## src/rtl/mem_arb_pkg.sv

```systemverilog
// Shared types for the instruction/data memory arbiter.
// Word width comes from the core-wide WORD define.
`ifndef WORD
`define WORD 31:0
`endif

package mem_arb_pkg;

  typedef enum logic {
    ARB_IDLE,
    ARB_BUSY
  } arb_state_e;

  typedef enum logic {
    OWN_IF,
    OWN_D
  } arb_owner_e;

endpackage

```

## src/rtl/mem_arb_if.sv

```systemverilog
// Fetch, data and memory-side signals of the arbiter.
// The slave side is the arbiter; the master side is core plus memory.
`ifndef WORD
`define WORD 31:0
`endif

interface mem_arb_if;
  logic         if_req;
  logic [`WORD] if_addr;
  logic         if_gnt;
  logic         if_rvalid;
  logic [`WORD] if_rdata;
  logic         d_req;
  logic         d_we;
  logic [`WORD] d_addr;
  logic [`WORD] d_wdata;
  logic         d_gnt;
  logic         d_rvalid;
  logic [`WORD] d_rdata;
  logic         mem_en;
  logic         mem_we;
  logic [`WORD] mem_addr;
  logic [`WORD] mem_wdata;
  logic [`WORD] mem_rdata;

  modport slave (
    input  if_req, if_addr,
    input  d_req, d_we, d_addr, d_wdata,
    input  mem_rdata,
    output if_gnt, if_rvalid, if_rdata,
    output d_gnt, d_rvalid, d_rdata,
    output mem_en, mem_we, mem_addr, mem_wdata
  );

  modport master (
    output if_req, if_addr,
    output d_req, d_we, d_addr, d_wdata,
    output mem_rdata,
    input  if_gnt, if_rvalid, if_rdata,
    input  d_gnt, d_rvalid, d_rdata,
    input  mem_en, mem_we, mem_addr, mem_wdata
  );
endinterface

```

## src/rtl/mem_arbiter_starve_ctr.sv

```systemverilog
// Saturating count of data grants that bypassed a waiting fetch.

module arb_starve_ctr #(
  parameter int unsigned LIMIT = 4
) (
  input  logic clk,
  input  logic rst_n,
  input  logic clr_i,
  input  logic inc_i,
  output logic sat_o
);
  localparam int unsigned W = $clog2(LIMIT + 1);
  localparam logic [W-1:0] MAX = W'(LIMIT);

  logic [W-1:0] cnt_q, cnt_d;

  always_comb begin
    cnt_d = cnt_q;
    if (clr_i) begin
      cnt_d = '0;
    end else if (inc_i && (cnt_q != MAX)) begin
      cnt_d = cnt_q + 1'b1;
    end
  end

  always_ff @(posedge clk) begin
    if (!rst_n) begin
      cnt_q <= '0;
    end else begin
      cnt_q <= cnt_d;
    end
  end

  assign sat_o = (cnt_q == MAX);
endmodule

```

## src/rtl/mem_arbiter.sv

```systemverilog
// One-outstanding arbiter sharing a unified memory between fetch and data.
// Data wins unless fetch has been bypassed STARVE_LIMIT times in a row.

module mem_arbiter
  import mem_arb_pkg::*;
#(
  parameter int unsigned MEM_LAT      = 1,
  parameter int unsigned STARVE_LIMIT = 4
) (
  input  logic      clk,
  input  logic      rst_n,
  mem_arb_if.slave  bus
);
  localparam int unsigned CW = $clog2(MEM_LAT + 1);
  localparam logic [CW-1:0] LAT = CW'(MEM_LAT);

  arb_state_e    state_q;
  arb_owner_e    owner_q;
  logic          we_q;
  logic [CW-1:0] cnt_q;

  logic starve_sat;
  logic done;
  logic free;
  logic pick_d;
  logic pick_if;
  logic issue;
  logic rv_if;
  logic rv_d;

  assign done    = (state_q == ARB_BUSY) && (cnt_q == LAT);
  assign free    = (state_q == ARB_IDLE) || done;
  assign pick_d  = free && bus.d_req
                && !(bus.if_req && starve_sat);
  assign pick_if = free && bus.if_req && !pick_d;
  assign issue   = pick_d || pick_if;

  always_ff @(posedge clk) begin
    if (!rst_n) begin
      state_q <= ARB_IDLE;
      owner_q <= OWN_IF;
      we_q    <= 1'b0;
      cnt_q   <= '0;
    end else if (issue) begin
      state_q <= ARB_BUSY;
      owner_q <= pick_d ? OWN_D : OWN_IF;
      we_q    <= pick_d && bus.d_we;
      cnt_q   <= CW'(1);
    end else if (state_q == ARB_BUSY) begin
      if (done) begin
        state_q <= ARB_IDLE;
        cnt_q   <= '0;
      end else begin
        cnt_q   <= cnt_q + 1'b1;
      end
    end
  end

  arb_starve_ctr #(
    .LIMIT (STARVE_LIMIT)
  ) u_starve (
    .clk   (clk),
    .rst_n (rst_n),
    .clr_i (pick_if || !bus.if_req),
    .inc_i (pick_d && bus.if_req),
    .sat_o (starve_sat)
  );

  // Every output is gated so nothing escapes while reset is held.
  assign rv_if = rst_n && done && (owner_q == OWN_IF);
  assign rv_d  = rst_n && done && (owner_q == OWN_D);

  assign bus.if_gnt    = rst_n && pick_if;
  assign bus.d_gnt     = rst_n && pick_d;
  assign bus.mem_en    = rst_n && issue;
  assign bus.mem_we    = rst_n && pick_d && bus.d_we;
  assign bus.mem_addr  = !rst_n  ? '0
                       : pick_d  ? bus.d_addr
                       : pick_if ? bus.if_addr
                       : '0;
  assign bus.mem_wdata = (rst_n && pick_d) ? bus.d_wdata : '0;

  assign bus.if_rvalid = rv_if;
  assign bus.if_rdata  = rv_if ? bus.mem_rdata : '0;
  assign bus.d_rvalid  = rv_d;
  assign bus.d_rdata   = (rv_d && !we_q) ? bus.mem_rdata : '0;
endmodule

```

## src/flat_wrapper.sv

```systemverilog
// flat-port wrapper written by rule: the top's interface ports become plain ports
module mem_arbiter_flat import mem_arb_pkg::*;
#(
  parameter int unsigned MEM_LAT      = 1,
  parameter int unsigned STARVE_LIMIT = 4
)
  (clk, rst_n, bus_if_req, bus_if_addr, bus_d_req, bus_d_we, bus_d_addr, bus_d_wdata, bus_mem_rdata, bus_if_gnt, bus_if_rvalid, bus_if_rdata, bus_d_gnt, bus_d_rvalid, bus_d_rdata, bus_mem_en, bus_mem_we, bus_mem_addr, bus_mem_wdata);
  mem_arb_if bus_i ();
  input  logic clk;
  input  logic rst_n;
  input wire logic [$bits(bus_i.if_req)-1:0] bus_if_req;
  input wire logic [$bits(bus_i.if_addr)-1:0] bus_if_addr;
  input wire logic [$bits(bus_i.d_req)-1:0] bus_d_req;
  input wire logic [$bits(bus_i.d_we)-1:0] bus_d_we;
  input wire logic [$bits(bus_i.d_addr)-1:0] bus_d_addr;
  input wire logic [$bits(bus_i.d_wdata)-1:0] bus_d_wdata;
  input wire logic [$bits(bus_i.mem_rdata)-1:0] bus_mem_rdata;
  output wire logic [$bits(bus_i.if_gnt)-1:0] bus_if_gnt;
  output wire logic [$bits(bus_i.if_rvalid)-1:0] bus_if_rvalid;
  output wire logic [$bits(bus_i.if_rdata)-1:0] bus_if_rdata;
  output wire logic [$bits(bus_i.d_gnt)-1:0] bus_d_gnt;
  output wire logic [$bits(bus_i.d_rvalid)-1:0] bus_d_rvalid;
  output wire logic [$bits(bus_i.d_rdata)-1:0] bus_d_rdata;
  output wire logic [$bits(bus_i.mem_en)-1:0] bus_mem_en;
  output wire logic [$bits(bus_i.mem_we)-1:0] bus_mem_we;
  output wire logic [$bits(bus_i.mem_addr)-1:0] bus_mem_addr;
  output wire logic [$bits(bus_i.mem_wdata)-1:0] bus_mem_wdata;
  assign bus_i.if_req = bus_if_req;
  assign bus_i.if_addr = bus_if_addr;
  assign bus_i.d_req = bus_d_req;
  assign bus_i.d_we = bus_d_we;
  assign bus_i.d_addr = bus_d_addr;
  assign bus_i.d_wdata = bus_d_wdata;
  assign bus_i.mem_rdata = bus_mem_rdata;
  assign bus_if_gnt = bus_i.if_gnt;
  assign bus_if_rvalid = bus_i.if_rvalid;
  assign bus_if_rdata = bus_i.if_rdata;
  assign bus_d_gnt = bus_i.d_gnt;
  assign bus_d_rvalid = bus_i.d_rvalid;
  assign bus_d_rdata = bus_i.d_rdata;
  assign bus_mem_en = bus_i.mem_en;
  assign bus_mem_we = bus_i.mem_we;
  assign bus_mem_addr = bus_i.mem_addr;
  assign bus_mem_wdata = bus_i.mem_wdata;
  mem_arbiter #(.MEM_LAT(MEM_LAT), .STARVE_LIMIT(STARVE_LIMIT)) u_core (.clk(clk), .rst_n(rst_n), .bus(bus_i));
endmodule
```

## config.mk

```make
export PLATFORM = sky130hd
export DESIGN_NAME = mem_arbiter_flat
export DESIGN_NICKNAME = d
export VERILOG_FILES = /design/src/rtl/mem_arb_pkg.sv /design/src/rtl/mem_arb_if.sv /design/src/rtl/mem_arbiter_starve_ctr.sv /design/src/rtl/mem_arbiter.sv /design/src/flat_wrapper.sv
export SDC_FILE = /design/constraint.sdc
export NUM_CORES = 1
export LEC_CHECK = 0
export ABC_AREA = 1
export BUFFER_PORTS_ARGS = -buffer_cell sky130_fd_sc_hd__buf_2
export CORE_AREA = 8 8 98 100
export CTS_BUF_LIST = sky130_fd_sc_hd__clkbuf_8
export DETAILED_ROUTE_END_ITERATION = 16
export DIE_AREA = 0 0 106 108
export PLACE_DENSITY_LB_ADDON = 0.08
export SETUP_SLACK_MARGIN = 0.02
export SYNTH_ARGS = -nofsm -noshare
export SYNTH_HDL_FRONTEND = slang
export SYNTH_SLANG_ARGS = --single-unit
```

## constraint.sdc

```tcl
create_clock -name clk -period 1.6 [get_ports clk]
set_input_delay 0.16 -clock clk [delete_from_list [all_inputs] [get_ports clk]]
set_output_delay 0.16 -clock clk [all_outputs]
set_load 0.03 [all_outputs]
```

# [Yosys cells after proc, flatten, opt, wreduce, memory -nomap -nowiden]
# Cells that the tools add are included.
# W data, S select, Z words.
[word_totals] rom_bits=0 mem_bits_rw=0 latch_bits=0 reg_bits=7 wordCells=51 in_bits=133 memories=0 out_inout_bits=134
[op_classes] n_mul=0 n_addsub=2 div_mod_pow=0 n_eq_ne=2 n_bitwise=3 order_cmp=0 mux=13 n_shift=0 n_reduce_logical=26
[ops] op="$mux W32" count=6
[ops] op="$logic_and A1 B1 Y1" count=17
[ops] op="$mux W1" count=7
[ops] op="$logic_not A1 Y1" count=4
[ops] op="$add A3 B1 Y3 const B" count=1
[ops] op="$eq A3 B3 Y1 const B" count=1
[ops] op="$logic_or A1 B1 Y1" count=3
[ops] op="$ne A3 B3 Y1 const B" count=1
[ops] op="$not A1 Y1" count=3
[ops] op="$reduce_bool A2 Y1" count=1
[ops] op="$reduce_or A2 Y1" count=1
[ops] op="$add A1 B1 Y1 const B" count=1

# [Longest topological paths before layout]
# Gate-level depths: netlist of the first run.
[depth] ltp_word=9 depth_mapped=9 ltp_nobuf=8

# [Hierarchy]
# A second synthesis of the first run with hierarchy kept.
[hier_totals] cells_unflattened=352 hier_area_um2=1730.4
[modules_own_cells] mod="mem_arbiter" area_each_um2=1551.5 instances=1 cells_per_inst=324 seq_area_each_um2=80.1
[modules_own_cells] mod="arb_starve_ctr" area_each_um2=178.9 instances=1 cells_per_inst=28 seq_area_each_um2=60.1

# [Worst setup path before layout of the first run]
# Ideal clock, no wire load.
[synth_path] kind="reg2out" from="register u_core.state_q" to="output bus_d_rdata[10]" n_path_buf=1 t_arrival_ps=1726 path_stages_with_launch=6 t_required_ps=1440 path_slack_ps=-286 cell_sequence="dfxtp_1 -> nand3_1 -> nor2_1 -> nand2_1 -> buf_2 -> nor2_1"
[synth_between] elab_chain_cells=5
[synth_rtl] item="start: declaration" line="mem_arbiter.sv:17" source="arb_state_e state_q;"
[synth_rtl] item="start signal: assignment" line="mem_arbiter.sv:40" source="state_q <= ARB_IDLE;"
[synth_rtl] item="start signal: assignment" line="mem_arbiter.sv:45" source="state_q <= ARB_BUSY;"
[synth_rtl] item="start signal: assignment" line="mem_arbiter.sv:51" source="state_q <= ARB_IDLE;"
[synth_rtl] item="$logic_and A1 B1 Y1" line="mem_arbiter.sv:31" source="assign done = (state_q == ARB_BUSY) && (cnt_q == LAT);"
[synth_rtl] item="$logic_and A1 B1 Y1 (2 in a row)" line="mem_arbiter.sv:71" source="assign rv_d = rst_n && done && (owner_q == OWN_D);"
[synth_rtl] item="net bus_d_rvalid" line="flat_wrapper.sv:22" source="output wire logic [$bits(bus_i.d_rvalid)-1:0] bus_d_rvalid;"
[synth_rtl] item="$logic_and A1 B1 Y1" line="mem_arbiter.sv:86" source="assign bus.d_rdata = (rv_d && !we_q) ? bus.mem_rdata : '0;"
[synth_rtl] item="$mux W32" line="mem_arbiter.sv:86"
[synth_rtl] item="end: declaration" line="flat_wrapper.sv:23" source="output wire logic [$bits(bus_i.d_rdata)-1:0] bus_d_rdata;"
# The timed path passes the listed nets, and every way through them passes these cells.

# [Worst setup path in the final report of the first run]
[layout_path] from="register u_core.u_starve.cnt_q[0]" to="output bus_mem_wdata[24]"
[layout_between] elab_chain_cells=6
[layout_rtl] item="start: declaration" line="mem_arbiter_starve_ctr.sv:15" source="logic [W-1:0] cnt_q, cnt_d;"
[layout_rtl] item="start signal: assignment" line="mem_arbiter_starve_ctr.sv:30" source="cnt_q <= cnt_d;"
[layout_rtl] item="$eq A3 B3 Y1" line="mem_arbiter_starve_ctr.sv:34" source="assign sat_o = (cnt_q == MAX);"
[layout_rtl] item="$logic_and A1 B1 Y1" line="mem_arbiter.sv:34" source="&& !(bus.if_req && starve_sat);"
[layout_rtl] item="$logic_not A1 Y1" line="mem_arbiter.sv:34"
[layout_rtl] item="$logic_and A1 B1 Y1" line="mem_arbiter.sv:34"
[layout_rtl] item="$logic_and A1 B1 Y1" line="mem_arbiter.sv:81" source="assign bus.mem_wdata = (rst_n && pick_d) ? bus.d_wdata : '0;"
[layout_rtl] item="$mux W32" line="mem_arbiter.sv:81"
[layout_rtl] item="end: declaration" line="flat_wrapper.sv:27" source="output wire logic [$bits(bus_i.mem_wdata)-1:0] bus_mem_wdata;"
# No other way between the ends.

==> metrics.txt, run 1 <==
Syn. warnings 0; input/output buffers between 200 and 300; max-slew violation count 0; gp weighted congestion between 0.7 and 0.8; Synth Instances between 300 and 400; Worst Hold Endpoint u_core.we_q$_SDFFE_PN0P_; worst path arrival time between 1500 and 2000 ps; unrepaired setup endpoints after global routing yes; ant diodes 0; Hold Startpoint bus_d_we; Final setup viols between 60 and 70; Top FF cell, synth dfxtp_1; Die Width 106 µm; DP HPWL 8.19 mm; clk buf depth 2; clk_skew about 4.1 ps; period utilisation layout 112%; endpoints failing hold 0; fraction of layout cells with a size suffix above 1 between 60% and 70%; post-synthesis sequential area ratio between 8 and 9%; All-Layer GR Usage between 10% and 20%; initial antenna violation count 0; fmax roughly 560 MHz; I/O Pins 267; r2r worst-path depth 9; max cap viols 0; WP data required 1440 ps; first-pass GRT wire length 15.1 mm; Leakage between 2 and 3 nW; Final ANT Viol Nets 0; Post-synth EDFFs 0; Period minus WS final roughly 1800 ps; die area approximately 11000 µm²; HP Class in -> reg; total power between 1.5 and 2 mW; Core ar. slightly above 8000 µm²; WHS Path Cells 3; Layout fillers approximately 770; row cnt 33; GR Overflow Total 0; Die Height 108 µm; Yosys cell types 20; total CTS buffers 3; reg-to-reg startpoint u_core.u_starve.cnt_q[0]$_SDFFE_PP0P_; Async S/R FF share, synth 0%; Net Count, Synth roughly 470; Root Buffer clkbuf_8; violated checks negative setup slack; initial DRC count 120; Detailed Route WL 10.8 mm; post-layout net count 752; Skew-Pair Late Insertion Delay approximately 230 ps; CTS Hold Buffers Added 0; vias in the first global route 3074; Sink Count 7; Worst Setup End Kind output port; VDD IR max between 0.2 and 0.3 mV; vias per cell 4.24; Setup WS pre-CTS -34.0 ps; status complete, but fails checks; Initial Util 19.6%; # DRC 0; Crit Reg-Reg Endpoint u_core.we_q$_SDFFE_PN0P_; CP Launch Type register; Worst Path Max Fanout 7; mean post-synth cell area 4.65 µm²; CTS H-tree lvls 1; PwrDens 392 nW/µm²; post-route setup slack -193 ps; WL per Instance approximately 15 µm; Placed Area 3230 µm²; pin count of the biggest net entering global routing 34; CTS tree yes; R2R Setup Slk roughly 270 ps; Slew headroom 73.3%; synthesis-to-layout area growth 169%; FF+latch count, synth 7; critical path class reg -> out; final instance area 4250 µm²; first-pass iteration count of the detailed router 4; CTS clk-pin slew, worst paths 50 ps; via count ~3100; Slew @ Worst Pin just under 400 ps; Synth Cell Area between 1500 and 2000 µm²
how the worst max path moves through the flow:
stage                                                     start                 to  slack (ps)  cells past startpoint
final                     u_core.u_starve.cnt_q[0]$_SDFFE_PP0P_  bus_mem_wdata[24]        -190                     10
after global routing      u_core.u_starve.cnt_q[0]$_SDFFE_PP0P_  bus_mem_wdata[24]        -250                     10
after CTS                 u_core.u_starve.cnt_q[0]$_SDFFE_PP0P_  bus_mem_wdata[30]        -160                      9
after detailed placement  u_core.u_starve.cnt_q[0]$_SDFFE_PP0P_   bus_mem_addr[28]         -30                      9
after global placement    u_core.u_starve.cnt_q[0]$_SDFFE_PP0P_         bus_mem_we           2                      9
after floorplan                       u_core.state_q$_SDFF_PN0_   bus_if_rdata[10]         -90                      5
logic make-up (layout without fill, tap and decap cells):
logic type | Yosys count | count (layout) | share of synthesized area (%)
and+or+nand+nor | 223 | 224 | 58.3
buffers and inverters | 98 | 374 | 27.6
AOI/OAI and AO/OA | 9 | 9 | 3.57
DFF | 7 | 7 | 8.89
adders and majority gates | 2 | 2 | 1.59
routing by layer:
metal  up-vias  global-route usage [%]  share of wire [%]
met1      1336                    15.2                 35
met4         0                    4.72                1.7
met5         -                       0                  0
met2       187                    31.1                 52
li1       1525                       -                  -
met3        12                    5.95                 11
power breakdown:
part | leakage (nW) | switching [mW] | internal (mW) | total (mW)
Clock | 0.0269 | 0.0827 | 0.166 | 0.249
Combinational | 2.45 | 0.694 | 0.522 | 1.22
Sequential | 0.0587 | 0.0105 | 0.188 | 0.198
sequential cells by signal, indices dropped and copies added (netlist names):
signal,cells
u_core.cnt_q,1
u_core.owner_q,1
u_core.state_q,1
u_core.u_starve.cnt_q,3
u_core.we_q,1
what timing repair did:
action,4_1_cts,5_1_grt
resized for setup,180,74
cloned,1,4
setup endpoints to repair,131,131
pin swaps,3,11
setup buffers,3,5
Yosys cell counts (3+ instances only):
library cell	count	share of area (%)
nand2_2	5	2.0
inv_1	78	19
nand2_1	75	18
buf_2	9	2.9
nor2_1	102	24
nand3_1	38	12
o21ai_0	3	0.95
buf_6	5	3.6
dfxtp_1	7	8.9
metrics by stage:
step / std cells / utilization (%) / TNS [ps] / hold WS, ps
floorplan: 339 / - / -3990 / 327
global placement: 704 / 40.1 / 0 / 437
detailed placement: 704 / 40.1 / -491 / 452
CTS: 712 / 47.9 / -8340 / 216
global route: 721 / 52.8 / -20170 / 222
finish: 721 / 52.8 / -9440 / 211
cell type report:
class / instances / area (µm²) / area share (%)
clock buffer: 3 / 41.3 / 0.972
clock inverter: 1 / 3.75 / 0.0884
inverter: 79 / 297 / 6.98
multi-input combinational: 235 / 1380 / 32.5
sequential: 7 / 144 / 3.39
tap: 105 / 131 / 3.09
timing repair buffer: 291 / 2250 / 53.0
placed cells by master, fill, tap and decap left out, types with 4 or more instances in the layout:
master | Yosys | routed
nand2_1 | 75 | 69
nor2_4 | 2 | 34
buf_4 | 2 | 55
buf_2 | 9 | 136
nor2_2 | 0 | 33
nand2_2 | 5 | 10
inv_2 | 1 | 4
inv_1 | 78 | 76
dfxtp_1 | 7 | 4
clkbuf_4 | 0 | 21
nand3_1 | 38 | 37
buf_12 | 0 | 7
buf_6 | 5 | 68
nor2_1 | 102 | 37
worst max-delay path: stages (launching register included):
cell and delay (ps):
dfxtp_2 330, inv_2 50, ha_4 160, nand2_4 80, nor2_4 50, nor2_4 110
buf_12 130, nand2_8 80, clkbuf_16 190, nor2_4 90, buf_6 130
Note: power is estimated with default switching activity, not from simulation.
==> inputs of run 2 (changes only) <==
- SETUP_SLACK_MARGIN: 0.02 -> unset
==> run 2 against run 1 <==
Global-route usage is 0.20 points higher. Final cell count fell by 1.4%. The run still ends with negative setup slack left. Via count fell by 2.3%. Register-to-register slack got worse by 40 ps. Non-clock buffer count decreased by 9. Wire length fell by 2.1%. Flip-flop and latch count is the same. Sequential power about the same. Largest cell class unchanged. Fmax up 2.5%. Clock-buffer cell count is the same. Worst setup slack improved by 44 ps.
==> metrics.txt, run 2 (same netlist as run 1, synthesis figures left out) <==
gp weighted congestion 0.813 (was 0.787); Final setup viols 67 (unchanged); pin count of the biggest net entering global routing 38 (was 34); first-pass iteration count of the detailed router 4 (unchanged); Final ANT Viol Nets 0 (unchanged); fraction of layout cells with a size suffix above 1 60.4% (was 62.3%); Reg area 144 µm² (unchanged); GR Overflow Total 0 (unchanged); critical path class reg -> out (unchanged); Worst Hold Endpoint u_core.we_q$_SDFFE_PN0P_ (unchanged); Core ar. 8050 µm² (unchanged); Initial Util 19.6% (unchanged); CTS clk-pin slew, worst paths 40 ps (was 50 ps); reg-to-reg startpoint u_core.u_starve.cnt_q[1]$_SDFFE_PP0P_ (was u_core.u_starve.cnt_q[0]$_SDFFE_PP0P_); R2R Setup Slk 230 ps (was 270 ps); Detailed Route WL 10.6 mm (was 10.8 mm); Setup WS pre-CTS 17.9 ps (was -34.0 ps); vias in the first global route 3039 (was 3074); unrepaired setup endpoints after global routing yes (unchanged); commonest non-fill, non-tap cells in the layout buf_2, inv_1, buf_6 (was buf_2, inv_1, nand2_1); max reg flops 3 (unchanged); die area 11400 µm² (unchanged); Slew @ Worst Pin 384 ps (was 397 ps); Hold Startpoint bus_d_we (unchanged); Leakage 2.50 nW (was 2.53 nW); clk buf depth 2 (unchanged); Worst Setup End Kind output port (unchanged); I/O Pins 267 (unchanged); fmax 572 MHz (was 558 MHz); CTS Hold Buffers Added 0 (unchanged); Worst Path Max Fanout 12 (was 7); # DRC 0 (unchanged); Die Height 108 µm (unchanged); status complete, but fails checks (unchanged); r2r worst-path depth 8 (was 9); WHS Path Cells 3 (unchanged); post-route setup slack -149 ps (was -193 ps); vias per cell 4.21 (was 4.24); max cap viols 0 (unchanged); WP data required 1440 ps (about the same); most flop-heavy register u_core.u_starve.cnt_q (unchanged); Multi-input gate area 1310 µm² (was 1380 µm²); initial DRC count 87 (was 120); WL per Instance 14.9 µm (was 15.0 µm); All-Layer GR Usage 16.1% (was 15.9%); Period minus WS final 1750 ps (was 1790 ps); period utilisation layout 109% (was 112%); setup_tns -7070 ps (was -9440 ps); post-layout net count 742 (was 752); total power 1.60 mW (was 1.66 mW); initial antenna violation count 1 (was 0); DP HPWL 8.24 mm (was 8.19 mm); Die Width 106 µm (unchanged); Skew-Pair Late Insertion Delay 230 ps (about the same); clk_skew 1.54 ps (was 4.15 ps); Slew headroom 74.1% (was 73.3%); Layout fillers 782 (was 766); max-slew violation count 0 (unchanged); VDD IR max 0.296 mV (was 0.255 mV); endpoints failing hold 0 (unchanged); commonest non-fill, non-tap cell in the layout buf_2 (unchanged); synthesis-to-layout area growth 162% (was 169%); Root Buffer clkbuf_8 (unchanged); violated checks negative setup slack (unchanged); HP Class in -> reg (unchanged); via count 2990 (was 3060); total CTS buffers 3 (unchanged); row cnt 33 (unchanged); worst path arrival time 1590 ps (was 1630 ps); Crit Reg-Reg Endpoint u_core.we_q$_SDFFE_PN0P_ (unchanged); first-pass GRT wire length 15.2 mm (was 15.1 mm); CP Launch Type register (unchanged); ant diodes 0 (unchanged); CTS H-tree lvls 1 (unchanged); PwrDens 388 nW/µm² (was 392 nW/µm²); CTS tree yes (unchanged); Sink Count 7 (unchanged); input/output buffers 266 (unchanged)
run 2: cell count changes in the layout (fill, tap and decap cells not counted), sizes merged:
cell    before  now
clkbuf      26    6
buf        268  279
nand2       82   81
run 2: how the worst max path moves through the flow:
| stage | depth (start not counted) | slack [ps] | end | startpoint |
|---|---|---|---|---|
| after floorplan | 5 | -130 | bus_d_rdata[10] | u_core.state_q$_SDFF_PN0_ |
| after global placement | 9 | 20 | bus_mem_wdata[0] | u_core.u_starve.cnt_q[0]$_SDFFE_PP0P_ |
| after detailed placement | 9 | 20 | bus_mem_wdata[31] | u_core.u_starve.cnt_q[0]$_SDFFE_PP0P_ |
| after CTS | 9 | -140 | bus_mem_wdata[2] | u_core.u_starve.cnt_q[1]$_SDFFE_PP0P_ |
| after global routing | 9 | -230 | bus_mem_wdata[5] | u_core.u_starve.cnt_q[1]$_SDFFE_PP0P_ |
| final | 9 | -150 | bus_mem_wdata[30] | u_core.u_starve.cnt_q[1]$_SDFFE_PP0P_ |
run 2: final cells by class:
type                            count  area share, %
Sequential cell                     7           3.48
Inverter                           79           7.17
Clock buffer                        3          0.999
Timing Repair Buffer              282           53.4
Clock inverter                      1         0.0908
Multi-Input combinational cell    234           31.7
Tap cell                          105           3.18
run 2: worst max-delay path, cell delays in order (launching register included):
cell,delay [ps]
dfxtp_2,320
inv_2,50
ha_4,160
nand2_4,70
nor2_4,40
nor2_4,130
nand2_4,140
clkbuf_16,210
nor2_2,100
buf_6,140
run 2: layer usage:
metal  share of wire (%)  vias up  GRT usage (%)
li1                    -     1504              -
met1                  33     1304           15.0
met2                  54      170           31.7
met3                  12       10           7.14
met4                0.94        2           3.32
met5               0.076        -              0
run 2: per-stage QoR:
stage	instances	cell area (µm²)	hold slack, ps	util (%)
CTS	707	3760	223	46.7
global route	711	4130	311	51.3
global placement	702	3180	445	39.5
finish	711	4130	291	51.3
floorplan	339	1700	327	-
detailed placement	702	3180	455	39.5
run 2: where the power goes:
part / leakage, nW / switching (mW) / internal [mW]
sequential: 0.0587 / 0.00912 / 0.188
combinational: 2.41 / 0.668 / 0.496
clock: 0.0269 / 0.0762 / 0.166
run 2: what timing repair did:
item / 4_1_cts / 5_1_grt
pin swaps: 4 / 6
buffers inserted: 0 / 2
cloned: 1 / 2
endpoints found under the setup margin: 117 / 132
gates resized for setup: 160 / 165
